$ cat config.mk
export PLATFORM = sky130hd
export DESIGN_NAME = reader_pie_tx
export DESIGN_NICKNAME = d
export VERILOG_FILES = /design/src/rtl/reader_pie_pkg.sv /design/src/rtl/pie_symbol_timer.sv /design/src/rtl/reader_pie_tx.sv
export SDC_FILE = /design/constraint.sdc
export NUM_CORES = 1
export LEC_CHECK = 0
export CELL_PAD_IN_SITES_DETAIL_PLACEMENT = 0
export CELL_PAD_IN_SITES_GLOBAL_PLACEMENT = 1
export CORE_MARGIN = 8
export CORE_UTILIZATION = 38
export CTS_BUF_LIST = sky130_fd_sc_hd__clkbuf_4
export DETAILED_ROUTE_END_ITERATION = 10
export MAX_ROUTING_LAYER = met4
export PLACE_DENSITY = 0.84
export REMOVE_ABC_BUFFERS = 1
export SETUP_SLACK_MARGIN = 0.4
export SYNTH_ARGS = -nofsm -noshare
export SYNTH_HDL_FRONTEND = slang
export SYNTH_SLANG_ARGS = --single-unit
export TNS_END_PERCENT = 1
$ cat constraint.sdc
create_clock -name clk -period 2.5 [get_ports clk]
set_input_delay 0.5 -clock clk [delete_from_list [all_inputs] [get_ports clk]]
set_output_delay 0.5 -clock clk [all_outputs]
set_load 0.05 [all_outputs]
$ cat src/rtl/reader_pie_pkg.sv
// Shared definitions for the reader-side PIE command transmitter:
// FSM state encoding and symbol-length helpers.
package reader_pie_pkg;

  typedef enum logic [2:0] {
    ST_IDLE,
    ST_DELIM,
    ST_SYNC0,
    ST_RTCAL,
    ST_TRCAL,
    ST_BITS,
    ST_DONE
  } state_t;

  // Length of a PIE data symbol: data-0 is one Tari, data-1 is two Tari.
  function automatic int unsigned bit_sym_len(input logic bit_val, input int unsigned tari);
    return bit_val ? 2 * tari : tari;
  endfunction

  // Largest of three lengths, used to size the symbol counter.
  function automatic int unsigned max3(input int unsigned a, input int unsigned b,
                                       input int unsigned c);
    int unsigned m;
    m = (a > b) ? a : b;
    return (m > c) ? m : c;
  endfunction

endpackage

$ cat src/rtl/pie_symbol_timer.sv
// Times a single PIE symbol: after load(len, pw) the level output is high
// for len-pw cycles and then low for pw cycles; sym_done marks the last
// cycle so the controller can load the next symbol back-to-back.
// While no symbol is active the level rests high (carrier on).
module pie_symbol_timer #(
  parameter int CNT_W = 6
) (
  input  logic             clk,
  input  logic             reset,
  input  logic             load,
  input  logic [CNT_W-1:0] len,
  input  logic [CNT_W-1:0] pw,
  output logic             level,
  output logic             sym_done
);

  logic [CNT_W-1:0] cnt_q;
  logic [CNT_W-1:0] pw_q;
  logic             active_q;

  // Count down from len-1 to 0; a load always wins so symbols chain without gaps.
  // NOTE: sequential state uses non-blocking (<=) so every register samples
  // pre-edge values; blocking here would create order-dependent behaviour.
  always_ff @(posedge clk or negedge reset) begin
    if (!reset) begin
      cnt_q    <= '0;
      pw_q     <= '0;
      active_q <= 1'b0;
    end else if (load) begin
      cnt_q    <= len - CNT_W'(1);
      pw_q     <= pw;
      active_q <= 1'b1;
    end else if (active_q) begin
      if (cnt_q == '0) active_q <= 1'b0;
      else             cnt_q    <= cnt_q - CNT_W'(1);
    end
  end

  // The last pw counts of a symbol form the low pulse.
  assign level    = !active_q || (cnt_q >= pw_q);
  assign sym_done = active_q && (cnt_q == '0);

endmodule

$ cat src/rtl/reader_pie_tx.sv
// Reader-side PIE command transmitter. Serialises a command bit-vector
// (MSB first) into the carrier envelope: delimiter, data-0, RTcal,
// optional TRcal (Query preamble), then one PIE symbol per command bit.
// Requires MAX_BITS >= 2 and 0 < PW_CYC < TARI_CYC.
// Optional build macro READER_PIE_ABORT_EN adds an `abort` input that
// drops an in-flight frame back to idle without a done pulse.
module reader_pie_tx
  import reader_pie_pkg::*;
#(
  parameter int TARI_CYC  = 8,
  parameter int PW_CYC    = 4,
  parameter int DELIM_CYC = 4,
  parameter int TRCAL_CYC = 32,
  parameter int MAX_BITS  = 32,
  localparam int LEN_W    = $clog2(MAX_BITS + 1)
) (
  input  logic                clk,
  input  logic                reset,
  input  logic                cmd_valid,
  output logic                cmd_ready,
  input  logic [MAX_BITS-1:0] cmd_bits,
  input  logic [LEN_W-1:0]    cmd_len,
  input  logic                cmd_query,
  output logic                demod_out,
  output logic                busy,
  output logic                done
`ifdef READER_PIE_ABORT_EN
  ,
  input  logic                abort
`endif
);

  localparam int unsigned MAX_SYM = max3(3 * TARI_CYC, TRCAL_CYC, DELIM_CYC);
  localparam int CNT_W = $clog2(MAX_SYM + 1);

  localparam logic [CNT_W-1:0] L_DELIM = CNT_W'(DELIM_CYC);
  localparam logic [CNT_W-1:0] L_ZERO  = CNT_W'(bit_sym_len(1'b0, TARI_CYC));
  localparam logic [CNT_W-1:0] L_ONE   = CNT_W'(bit_sym_len(1'b1, TARI_CYC));
  localparam logic [CNT_W-1:0] L_RTCAL = CNT_W'(3 * TARI_CYC);
  localparam logic [CNT_W-1:0] L_TRCAL = CNT_W'(TRCAL_CYC);
  localparam logic [CNT_W-1:0] L_PW    = CNT_W'(PW_CYC);

  state_t              state_q, state_d;
  logic [MAX_BITS-1:0] shift_q;
  logic [LEN_W-1:0]    bit_cnt_q;
  logic                query_q;

  logic                accept;
  logic                shift_en;
  logic                load;
  logic [CNT_W-1:0]    load_len;
  logic [CNT_W-1:0]    load_pw;
  logic                level;
  logic                sym_done;
  logic [LEN_W-1:0]    len_clamped;

  assign len_clamped = (cmd_len > LEN_W'(MAX_BITS)) ? LEN_W'(MAX_BITS) : cmd_len;

  pie_symbol_timer #(.CNT_W(CNT_W)) u_timer (
    .clk      (clk),
    .reset    (reset),
    .load     (load),
    .len      (load_len),
    .pw       (load_pw),
    .level    (level),
    .sym_done (sym_done)
  );

  // State register.
  always_ff @(posedge clk or negedge reset) begin
    if (!reset) state_q <= ST_IDLE;
    else        state_q <= state_d;
  end

  // Next-state logic; each symbol's last cycle loads the following symbol.
  // NOTE: every output of this block is given a default first so no path
  // leaves a signal unassigned, which would otherwise infer a latch.
  always_comb begin
    state_d  = state_q;
    accept   = 1'b0;
    shift_en = 1'b0;
    load     = 1'b0;
    load_len = L_ZERO;
    load_pw  = L_PW;
    case (state_q)
      ST_IDLE: begin
        if (cmd_valid) begin
          accept   = 1'b1;
          load     = 1'b1;
          load_len = L_DELIM;
          load_pw  = L_DELIM;
          state_d  = ST_DELIM;
        end
      end
      ST_DELIM: begin
        if (sym_done) begin
          load     = 1'b1;
          load_len = L_ZERO;
          state_d  = ST_SYNC0;
        end
      end
      ST_SYNC0: begin
        if (sym_done) begin
          load     = 1'b1;
          load_len = L_RTCAL;
          state_d  = ST_RTCAL;
        end
      end
      ST_RTCAL: begin
        if (sym_done) begin
          if (query_q) begin
            load     = 1'b1;
            load_len = L_TRCAL;
            state_d  = ST_TRCAL;
          end else if (bit_cnt_q != '0) begin
            load     = 1'b1;
            load_len = shift_q[MAX_BITS-1] ? L_ONE : L_ZERO;
            state_d  = ST_BITS;
          end else begin
            state_d  = ST_DONE;
          end
        end
      end
      ST_TRCAL: begin
        if (sym_done) begin
          if (bit_cnt_q != '0) begin
            load     = 1'b1;
            load_len = shift_q[MAX_BITS-1] ? L_ONE : L_ZERO;
            state_d  = ST_BITS;
          end else begin
            state_d  = ST_DONE;
          end
        end
      end
      ST_BITS: begin
        if (sym_done) begin
          shift_en = 1'b1;
          if (bit_cnt_q == LEN_W'(1)) begin
            state_d  = ST_DONE;
          end else begin
            load     = 1'b1;
            load_len = shift_q[MAX_BITS-2] ? L_ONE : L_ZERO;
          end
        end
      end
      ST_DONE: state_d = ST_IDLE;
      default: state_d = ST_IDLE;
    endcase
`ifdef READER_PIE_ABORT_EN
    if (abort && busy) begin
      state_d  = ST_IDLE;
      load     = 1'b0;
      shift_en = 1'b0;
    end
`endif
  end

  // Command buffer: latched on acceptance, shifted MSB-first per data symbol.
  // NOTE: the shift register is a plain flop vector, so it is cleared on
  // reset like any other state; only true RAM arrays are left unreset.
  always_ff @(posedge clk or negedge reset) begin
    if (!reset) begin
      shift_q   <= '0;
      bit_cnt_q <= '0;
      query_q   <= 1'b0;
    end else if (accept) begin
      shift_q   <= cmd_bits;
      bit_cnt_q <= len_clamped;
      query_q   <= cmd_query;
    end else if (shift_en) begin
      shift_q   <= {shift_q[MAX_BITS-2:0], 1'b0};
      bit_cnt_q <= bit_cnt_q - LEN_W'(1);
    end
  end

  assign cmd_ready = (state_q == ST_IDLE);
  assign done      = (state_q == ST_DONE);
  assign busy      = (state_q != ST_IDLE) && (state_q != ST_DONE);
  assign demod_out = busy ? level : 1'b1;

endmodule

==> results_tabular.tex, run 1 <==
\begin{tabular}{lr}
\hline
Metric & Value \\
\hline
\multicolumn{2}{l}{\textbf{Status}} \\
\quad Status & finished clean \\
\multicolumn{2}{l}{\textbf{Clock network}} \\
\quad CTS root buf & clkbuf\_4 \\
\quad Number of clock sinks seen by CTS & 50 \\
\quad Hold buffer count at CTS & 0 \\
\quad TritonCTS clock tree & built \\
\quad Clock slew at reported path FFs & 140 ps \\
\quad Max Buffers Root-to-Sink & 2 \\
\quad TritonCTS buffer count & 5 \\
\quad Htree depth & 2 \\
\quad Clock latency of the later-clocked register in the worst-skew pair & 370 ps \\
\multicolumn{2}{l}{\textbf{Synthesis}} \\
\quad Number of distinct standard cells referenced by the synthesized netlist & 44 \\
\quad Count of flip-flops with a built-in enable after synthesis & 0 \\
\quad Most used flip-flop cell after synthesis & dfrtp\_1 \\
\quad Adder-cell share of the synthesized area & 2.31\% \\
\quad Cell type with the largest total area after synthesis & dfrtp\_1 \\
\quad Top post-synthesis cells by area & dfrtp\_1, mux2i\_1, o21ai\_1 \\
\quad Count leader, synth & dfrtp\_1 \\
\quad Main combinational cell family by area after synthesis & simple AND/OR/NAND/NOR gates \\
\quad Parity-gate share of the synthesized area counting xor and xnor cells & 1.94\% \\
\quad Post-synthesis sequential area ratio & 46.1\% \\
\quad Compound-Gate Fraction of Synth Area & 16.8\% \\
\quad Mean cell area of the mapped netlist & 9.38 µm² \\
\quad Yosys warning total & 0 \\
\quad Multiplexer share of the synthesized area & 11.8\% \\
\quad Netlist area before placement & 0.00271 mm² \\
\quad Top cells by instance count after synthesis & dfrtp\_1, nand2\_1, o21ai\_1 \\
\quad Simple-gate area share of the yosys netlist & 17.2\% \\
\quad \#FFs+latches synth & 50 \\
\quad Number of standard cells after synthesis & 289 \\
\quad Post-synth top area share & 46.1\% \\
\quad FFs w/ async S/R, synth & 100\% \\
\multicolumn{2}{l}{\textbf{Critical path}} \\
\quad Critical-path cell with the highest stage delay & dfrtp\_2 \\
\quad Slowest cell delay on critical path & 450 ps \\
\quad Crit path top cell by count & o21ai\_1 \\
\quad Category of the most critical setup path & register to register \\
\quad Reg-to-reg startpoint & bit\_cnt\_q[3] \\
\quad Max FO, Critical Path & 4 \\
\quad Critical path buffer and inverter count & 0 \\
\quad Crit path launch & bit\_cnt\_q[3] \\
\quad Category of cells accounting for the largest share of critical-path delay & simple AND/OR/NAND/NOR gates \\
\quad Endpoint arrival time on the critical path & 2440 ps \\
\quad Type of origin of the critical path & register \\
\quad Capturing element type of the critical path & register \\
\quad Crit-path cells & nor4\_4 > a31oi\_1 > o21ai\_1 > or2\_4 > nand2\_4 > ha\_4 > nor3b\_2 > o21ai\_1 > mux2i\_1 > o21ai\_1 \\
\quad Req. time, crit path & 2760 ps \\
\multicolumn{2}{l}{\textbf{STA}} \\
\quad Clock period minus final worst setup slack & 2180 ps \\
\quad Final total negative setup slack & 0 ps \\
\quad Count of endpoints failing setup in the final report & 0 \\
\quad Final number of max-transition violations & 0 \\
\quad Skew final & 9.07 ps \\
\quad Fmax & 458 MHz \\
\quad Tightest Pin Transition & 541 ps \\
\quad Unrepaired setup endpoints after global routing & true \\
\quad Hold Violations, Final & 0 \\
\quad Final clock period utilization by the worst path & 87.2\% \\
\quad Slew HR & 64.0\% \\
\multicolumn{2}{l}{\textbf{Global route}} \\
\quad GR met1 Demand/Resource & 16.3\% \\
\quad GRT Residual Overflow & 0 \\
\quad Number of global-route vias before repair & 2251 \\
\quad Grt met2 use & 18.7\% \\
\quad Initial antenna violation count & 0 \\
\quad Maximum number of pins on one net before global-route repair & 55 \\
\quad Global routing usage on met3 & 2.83\% \\
\quad GRT busiest layer & met2 \\
\quad Aggregate global-route resource usage & 12.5\% \\
\quad Wire length of the first global-routing pass & 10100 µm \\
\multicolumn{2}{l}{\textbf{Finish}} \\
\quad Nets@finish & 395 \\
\quad Count of inserted antenna diode cells & 0 \\
\quad Final design instance area without fill & 0.00354 mm² \\
\quad Layout cell share with drive strength beyond 1 & 16.6\% \\
\quad Non-filler instance count after layout & 445 \\
\quad Synth-to-layout area growth & 30.6\% \\
\multicolumn{2}{l}{\textbf{Placed design}} \\
\quad Count of buffers from port buffering & 45 \\
\quad RePlAce Congestion & 0.883 \\
\quad Dpl cell area & 0.00331 mm² \\
\quad DP Wirelength & 4110 µm \\
\quad Instance count after placement with tap cells included & 426 \\
\multicolumn{2}{l}{\textbf{Power and ir drop}} \\
\quad Clock network power share & 34.6\% \\
\quad VDD IR-drop max & 252 µV \\
\quad Pwr Density & 387 mW/mm² \\
\quad Combinational group share of total power & 6.3\% \\
\quad Leakage dissipation & 1.51 nW \\
\quad Total power & 0.00137 W \\
\quad Share of total power consumed by net switching & 21.1\% \\
\quad Cell-internal power & 0.00108 W \\
\quad Relative contribution of sequential cells to total power & 59.1\% \\
\quad Switching pwr & 0.000288 W \\
\multicolumn{2}{l}{\textbf{Routing}} \\
\quad Number of nets still failing antenna checks after routing & 0 \\
\quad First-iteration detailed-routing DRC count & 114 \\
\quad Average routed wire per standard cell & 13.3 µm \\
\quad DRC errors left & 0 \\
\quad Routed wire length & 5900 µm \\
\quad Number of vias after detailed routing & 2196 \\
\quad DR vias/cell & 4.93 \\
\quad Number of detailed-routing iterations run before antenna repair & 4 \\
\multicolumn{2}{l}{\textbf{Floorplanning}} \\
\quad Die area & 0.0101 mm² \\
\quad Area of the core region & 0.00687 mm² \\
\quad Height of the die & 100 µm \\
\quad Starting density of the core & 39.5\% \\
\quad Row count & 30 \\
\quad Count of pins on the block boundary & 46 \\
\quad Die X & 100 µm \\
\multicolumn{2}{l}{\textbf{Run}} \\
\quad Max-cap violation count & 0 \\
\multicolumn{2}{l}{\textbf{Min path}} \\
\quad Hold Crit Class & input port to async pin \\
\hline
\end{tabular}
power groups by stage:
stage          Sequential, W  Combinational [W]  Clock (W)
2_1_floorplan       0.000824         0.00000231          0
3_3_place_gp        0.000824          0.0000876          0
3_5_place_dp        0.000824          0.0000878          0
4_1_cts             0.000809          0.0000882   0.000497
5_1_grt             0.000809          0.0000945   0.000524
6_report            0.000809          0.0000866   0.000474
cell families (layout without fill, tap and decap cells):
group / count (synthesis) / after routing
buffers and inverters: 25 / 85
DFF: 50 / 50
adders and majority gates: 5 / 5
xor gates and xnor gates: 6 / 6
and+or+nand+nor: 90 / 90
muxes: 32 / 32
AOI/OAI and AO/OA: 81 / 81
layout by cell type (no fill, tap or decap), types with 3 or more instances in the layout:
cell type        count
a21oi_1             11
inv_2                3
inv_1                5
xnor2_1              5
dfrtp_1             49
o21ai_1             47
nor3_2               3
buf_4               27
clkdlybuf4s50_1     40
nand2b_1             5
nand2_1             45
mux2i_1             32
nor2_1              10
nor4_1               3
o21ai_0              3
clkbuf_4             5
nand3b_1             5
stage by stage:
step	hold WS (ps)	worst slack [ps]	util [%]
6_report	76.2	319	51.6
5_1_grt	94.4	190	51.6
4_1_cts	82.6	325	50.9
3_5_place_dp	462	-62.1	48.2
3_3_place_gp	456	52.8	48.2
2_1_floorplan	204	-1810	-
layout make-up:
| class | instances | area (µm²) |
|---|---|---|
| Clock buffer | 5 | 37.5 |
| Clock inverter | 3 | 43.8 |
| Timing Repair Buffer | 69 | 628 |
| Sequential cell | 50 | 1250 |
| Tap cell | 96 | 120 |
| Multi-Input combinational cell | 214 | 1430 |
| Fill cell | 643 | 3330 |
| Inverter | 8 | 30.0 |
registers in the layout, summed over array words and instances (netlist names):
register          count
shift_q              32
u_timer.pw_q          1
query_q               1
u_timer.cnt_q         6
state_q               3
u_timer.active_q      1
bit_cnt_q             6
routing by layer:
metal / part of all wire (%) / up-vias
li1: - / 1133
met1: 51 / 1004
met2: 44 / 51
met3: 3.7 / 8
met4: 1.5 / 0
met5: 0 / -
worst paths after layout:
path,slack [ps],depth (start not counted),endpoint
min reg2reg,490,1,u_timer.pw_q[2]
min,80,1,shift_q[18]
max in group asynchronous,1880,2,bit_cnt_q[3]
max reg2reg,320,10,u_timer.cnt_q[4]
max,320,10,u_timer.cnt_q[4]
min in group clk,490,1,u_timer.pw_q[2]
what timing repair did:
action | CTS | global route
resized for setup | 12 | 7
endpoints found under the hold margin | 0 | 0
setup buffers | 10 | 1
pin swaps | 6 | 3
endpoints found under the setup margin | 4 | 38
Note: power is estimated with default switching activity, not from simulation.
==> run 2: changes to the inputs <==
--- a/config.mk
+++ b/config.mk
@@ -15,6 +15,7 @@
 export PLACE_DENSITY = 0.84
 export REMOVE_ABC_BUFFERS = 1
 export SETUP_SLACK_MARGIN = 0.4
+export SKIP_CTS_REPAIR_TIMING = 1
 export SYNTH_ARGS = -nofsm -noshare
 export SYNTH_HDL_FRONTEND = slang
 export SYNTH_SLANG_ARGS = --single-unit
==> results_tabular.tex, run 2 (synthesis results as in run 1) <==
\begin{tabular}{lr}
\hline
Metric & Value \\
\hline
\multicolumn{2}{l}{\textbf{Power and ir drop}} \\
\quad Combinational group share of total power & 6.3\% (about the same) \\
\quad Share of total power consumed by net switching & 21.1\% (about the same) \\
\quad Pwr Density & 393 mW/mm² (was 387 mW/mm²) \\
\quad Clock network power share & 34.7\% (was 34.6\%) \\
\quad VDD IR-drop max & 252 µV (about the same) \\
\quad Switching pwr & 0.000289 W (was 0.000288 W) \\
\quad Relative contribution of sequential cells to total power & 59.0\% (was 59.1\%) \\
\quad Cell-internal power & 0.00108 W (about the same) \\
\quad Leakage dissipation & 1.49 nW (was 1.51 nW) \\
\multicolumn{2}{l}{\textbf{Placed design}} \\
\quad Post-placement setup slack & -62.1 ps (unchanged) \\
\quad RePlAce Congestion & 0.883 (unchanged) \\
\quad Dpl cell area & 0.00331 mm² (unchanged) \\
\quad DP Wirelength & 4110 µm (unchanged) \\
\quad Count of buffers from port buffering & 45 (unchanged) \\
\multicolumn{2}{l}{\textbf{Clock network}} \\
\quad TritonCTS buffer count & 5 (unchanged) \\
\quad Number of clock sinks seen by CTS & 50 (unchanged) \\
\quad Clock latency of the later-clocked register in the worst-skew pair & 370 ps (about the same) \\
\quad Clock slew at reported path FFs & 150 ps (was 140 ps) \\
\quad Max Buffers Root-to-Sink & 2 (unchanged) \\
\quad TritonCTS clock tree & built (unchanged) \\
\quad CTS root buf & clkbuf\_4 (unchanged) \\
\quad Htree depth & 2 (unchanged) \\
\multicolumn{2}{l}{\textbf{Critical path}} \\
\quad Endpoint arrival time on the critical path & 2460 ps (was 2440 ps) \\
\quad Crit path top cell by count & o21ai\_1 (unchanged) \\
\quad Capturing element type of the critical path & register (unchanged) \\
\quad Type of origin of the critical path & register (unchanged) \\
\quad Category of the most critical setup path & register to register (unchanged) \\
\quad Req. time, crit path & 2760 ps (about the same) \\
\quad FF-to-FF path depth & 10 (unchanged) \\
\quad Critical-path cell with the highest stage delay & dfrtp\_2 (unchanged) \\
\quad Max FO, Critical Path & 6 (was 4) \\
\quad Crit-path cells & nor4\_4 > a31oi\_1 > o21ai\_1 > or2\_4 > nand2\_2 > ha\_4 > nor3b\_2 > o21ai\_1 > mux2i\_1 > o21ai\_1 (was nor4\_4 > a31oi\_1 > o21ai\_1 > or2\_4 > nand2\_4 > ha\_4 > nor3b\_2 > o21ai\_1 > mux2i\_1 > o21ai\_1) \\
\quad Slowest cell delay on critical path & 460 ps (was 450 ps) \\
\multicolumn{2}{l}{\textbf{Status}} \\
\quad Status & finished clean (unchanged) \\
\multicolumn{2}{l}{\textbf{Routing}} \\
\quad DR vias/cell & 4.91 (was 4.93) \\
\quad Number of vias after detailed routing & 2159 (was 2196) \\
\quad Average routed wire per standard cell & 13.2 µm (was 13.3 µm) \\
\quad Number of nets still failing antenna checks after routing & 0 (unchanged) \\
\quad DRC errors left & 0 (unchanged) \\
\quad Routed wire length & 5800 µm (was 5900 µm) \\
\quad Number of detailed-routing iterations run before antenna repair & 4 (unchanged) \\
\quad First-iteration detailed-routing DRC count & 109 (was 114) \\
\multicolumn{2}{l}{\textbf{Global route}} \\
\quad Maximum number of pins on one net before global-route repair & 55 (unchanged) \\
\quad Number of global-route vias before repair & 2212 (was 2251) \\
\quad GRT Residual Overflow & 0 (unchanged) \\
\quad Initial antenna violation count & 0 (unchanged) \\
\quad Wire length of the first global-routing pass & 9800 µm (was 10100 µm) \\
\quad Aggregate global-route resource usage & 12.2\% (was 12.5\%) \\
\multicolumn{2}{l}{\textbf{STA}} \\
\quad Clock period minus final worst setup slack & 2200 ps (was 2180 ps) \\
\quad Tightest Pin Transition & 532 ps (was 541 ps) \\
\quad Skew final & 8.00 ps (was 9.07 ps) \\
\quad Final number of max-transition violations & 0 (unchanged) \\
\quad Final total negative setup slack & 0 ps (unchanged) \\
\quad Slew HR & 64.6\% (was 64.0\%) \\
\quad Unrepaired setup endpoints after global routing & true (unchanged) \\
\quad Final setup margin & 304 ps (was 319 ps) \\
\quad Hold Violations, Final & 0 (unchanged) \\
\quad Final clock period utilization by the worst path & 87.8\% (was 87.2\%) \\
\quad Fmax & 455 MHz (was 458 MHz) \\
\quad Count of endpoints failing setup in the final report & 0 (unchanged) \\
\multicolumn{2}{l}{\textbf{Floorplanning}} \\
\quad Starting density of the core & 39.5\% (unchanged) \\
\quad Die X & 100 µm (unchanged) \\
\quad Die area & 0.0101 mm² (unchanged) \\
\quad Height of the die & 100 µm (unchanged) \\
\quad Count of pins on the block boundary & 46 (unchanged) \\
\quad Row count & 30 (unchanged) \\
\quad Area of the core region & 0.00687 mm² (unchanged) \\
\multicolumn{2}{l}{\textbf{Min path}} \\
\quad Hold Crit Class & input port to async pin (unchanged) \\
\multicolumn{2}{l}{\textbf{Finish}} \\
\quad Synth-to-layout area growth & 28.7\% (was 30.6\%) \\
\quad Count of inserted antenna diode cells & 0 (unchanged) \\
\quad Most flop-heavy register & shift\_q (unchanged) \\
\quad Final design instance area without fill & 0.00349 mm² (was 0.00354 mm²) \\
\quad Max reg flops & 32 (unchanged) \\
\quad Post-Route Utilization & 50.8\% (was 51.6\%) \\
\quad Filler cell count in the final layout & 655 (was 643) \\
\quad Nets@finish & 390 (was 395) \\
\quad Layout cell share with drive strength beyond 1 & 15.1\% (was 16.6\%) \\
\quad Leading cell types in the layout, fill and taps excluded & dfrtp\_1, o21ai\_1, nand2\_1, clkdlybuf4s50\_1, mux2i\_1 (unchanged) \\
\quad Most common cell after layout, fill and taps aside & dfrtp\_1 (unchanged) \\
\quad Leading registers by flop count & shift\_q x32, bit\_cnt\_q x6, u\_timer.cnt\_q x6 (unchanged) \\
\multicolumn{2}{l}{\textbf{Run}} \\
\quad Max-cap violation count & 0 (unchanged) \\
\hline
\end{tabular}
run 2: worst paths after layout:
| kind | from | end | slack (ps) |
|---|---|---|---|
| setup / recovery | bit_cnt_q[3] | u_timer.cnt_q[4] | 300 |
| hold / removal | reset | shift_q[18] | 80 |
| setup reg to reg | bit_cnt_q[3] | u_timer.cnt_q[4] | 300 |
| hold reg to reg | u_timer.pw_q[2] | u_timer.pw_q[2] | 500 |
| max in group asynchronous | reset | bit_cnt_q[3] | 1880 |
| min in group clk | u_timer.pw_q[2] | u_timer.pw_q[2] | 500 |
run 2: cell type report:
type	count	area, µm²	share of cell area [%]
clock buffers	5	37.5	1.08
clock inverters	3	43.8	1.25
inverters	8	30.0	0.860
multi-input cells	214	1420	40.6
flip-flops and latches	50	1250	35.9
well taps	96	120	3.44
repair buffers	64	591	16.9
run 2: metrics by stage:
| step | instances | power (W) | hold WS, ps |
|---|---|---|---|
| after floorplan | 272 | 0.000827 | 204 |
| after global placement | 426 | 0.000912 | 456 |
| after detailed placement | 426 | 0.000912 | 462 |
| after CTS | 434 | 0.00139 | 82.6 |
| after global routing | 440 | 0.00143 | 94.4 |
| final | 440 | 0.00137 | 76.4 |
run 2: per-layer routing:
| metal | wire length [µm] | vias up | global-route usage (%) |
|---|---|---|---|
| met1 | 2940 | 982 | 15.7 |
| met4 | 85 | 0 | 4.53 |
| li1 | - | 1125 | - |
| met2 | 2560 | 44 | 18.2 |
| met3 | 211 | 8 | 2.83 |
| met5 | 0 | - | - |
run 2: power groups by stage:
stage / clock network, W / registers [W] / logic [W]
2_1_floorplan: 0 / 0.000824 / 0.00000231
3_3_place_gp: 0 / 0.000824 / 0.0000876
3_5_place_dp: 0 / 0.000824 / 0.0000878
4_1_cts: 0.000497 / 0.000809 / 0.0000882
5_1_grt: 0.000525 / 0.000809 / 0.0000946
6_report: 0.000475 / 0.000809 / 0.0000864
run 2: critical path: cells and delay by family (launching register included):
kind | cells | cell delay, ps
AOI/OAI and AO/OA | 4 | 500
adders and majority gates | 1 | 160
DFF | 1 | 460
muxes | 1 | 200
and+or+nand+nor | 4 | 770
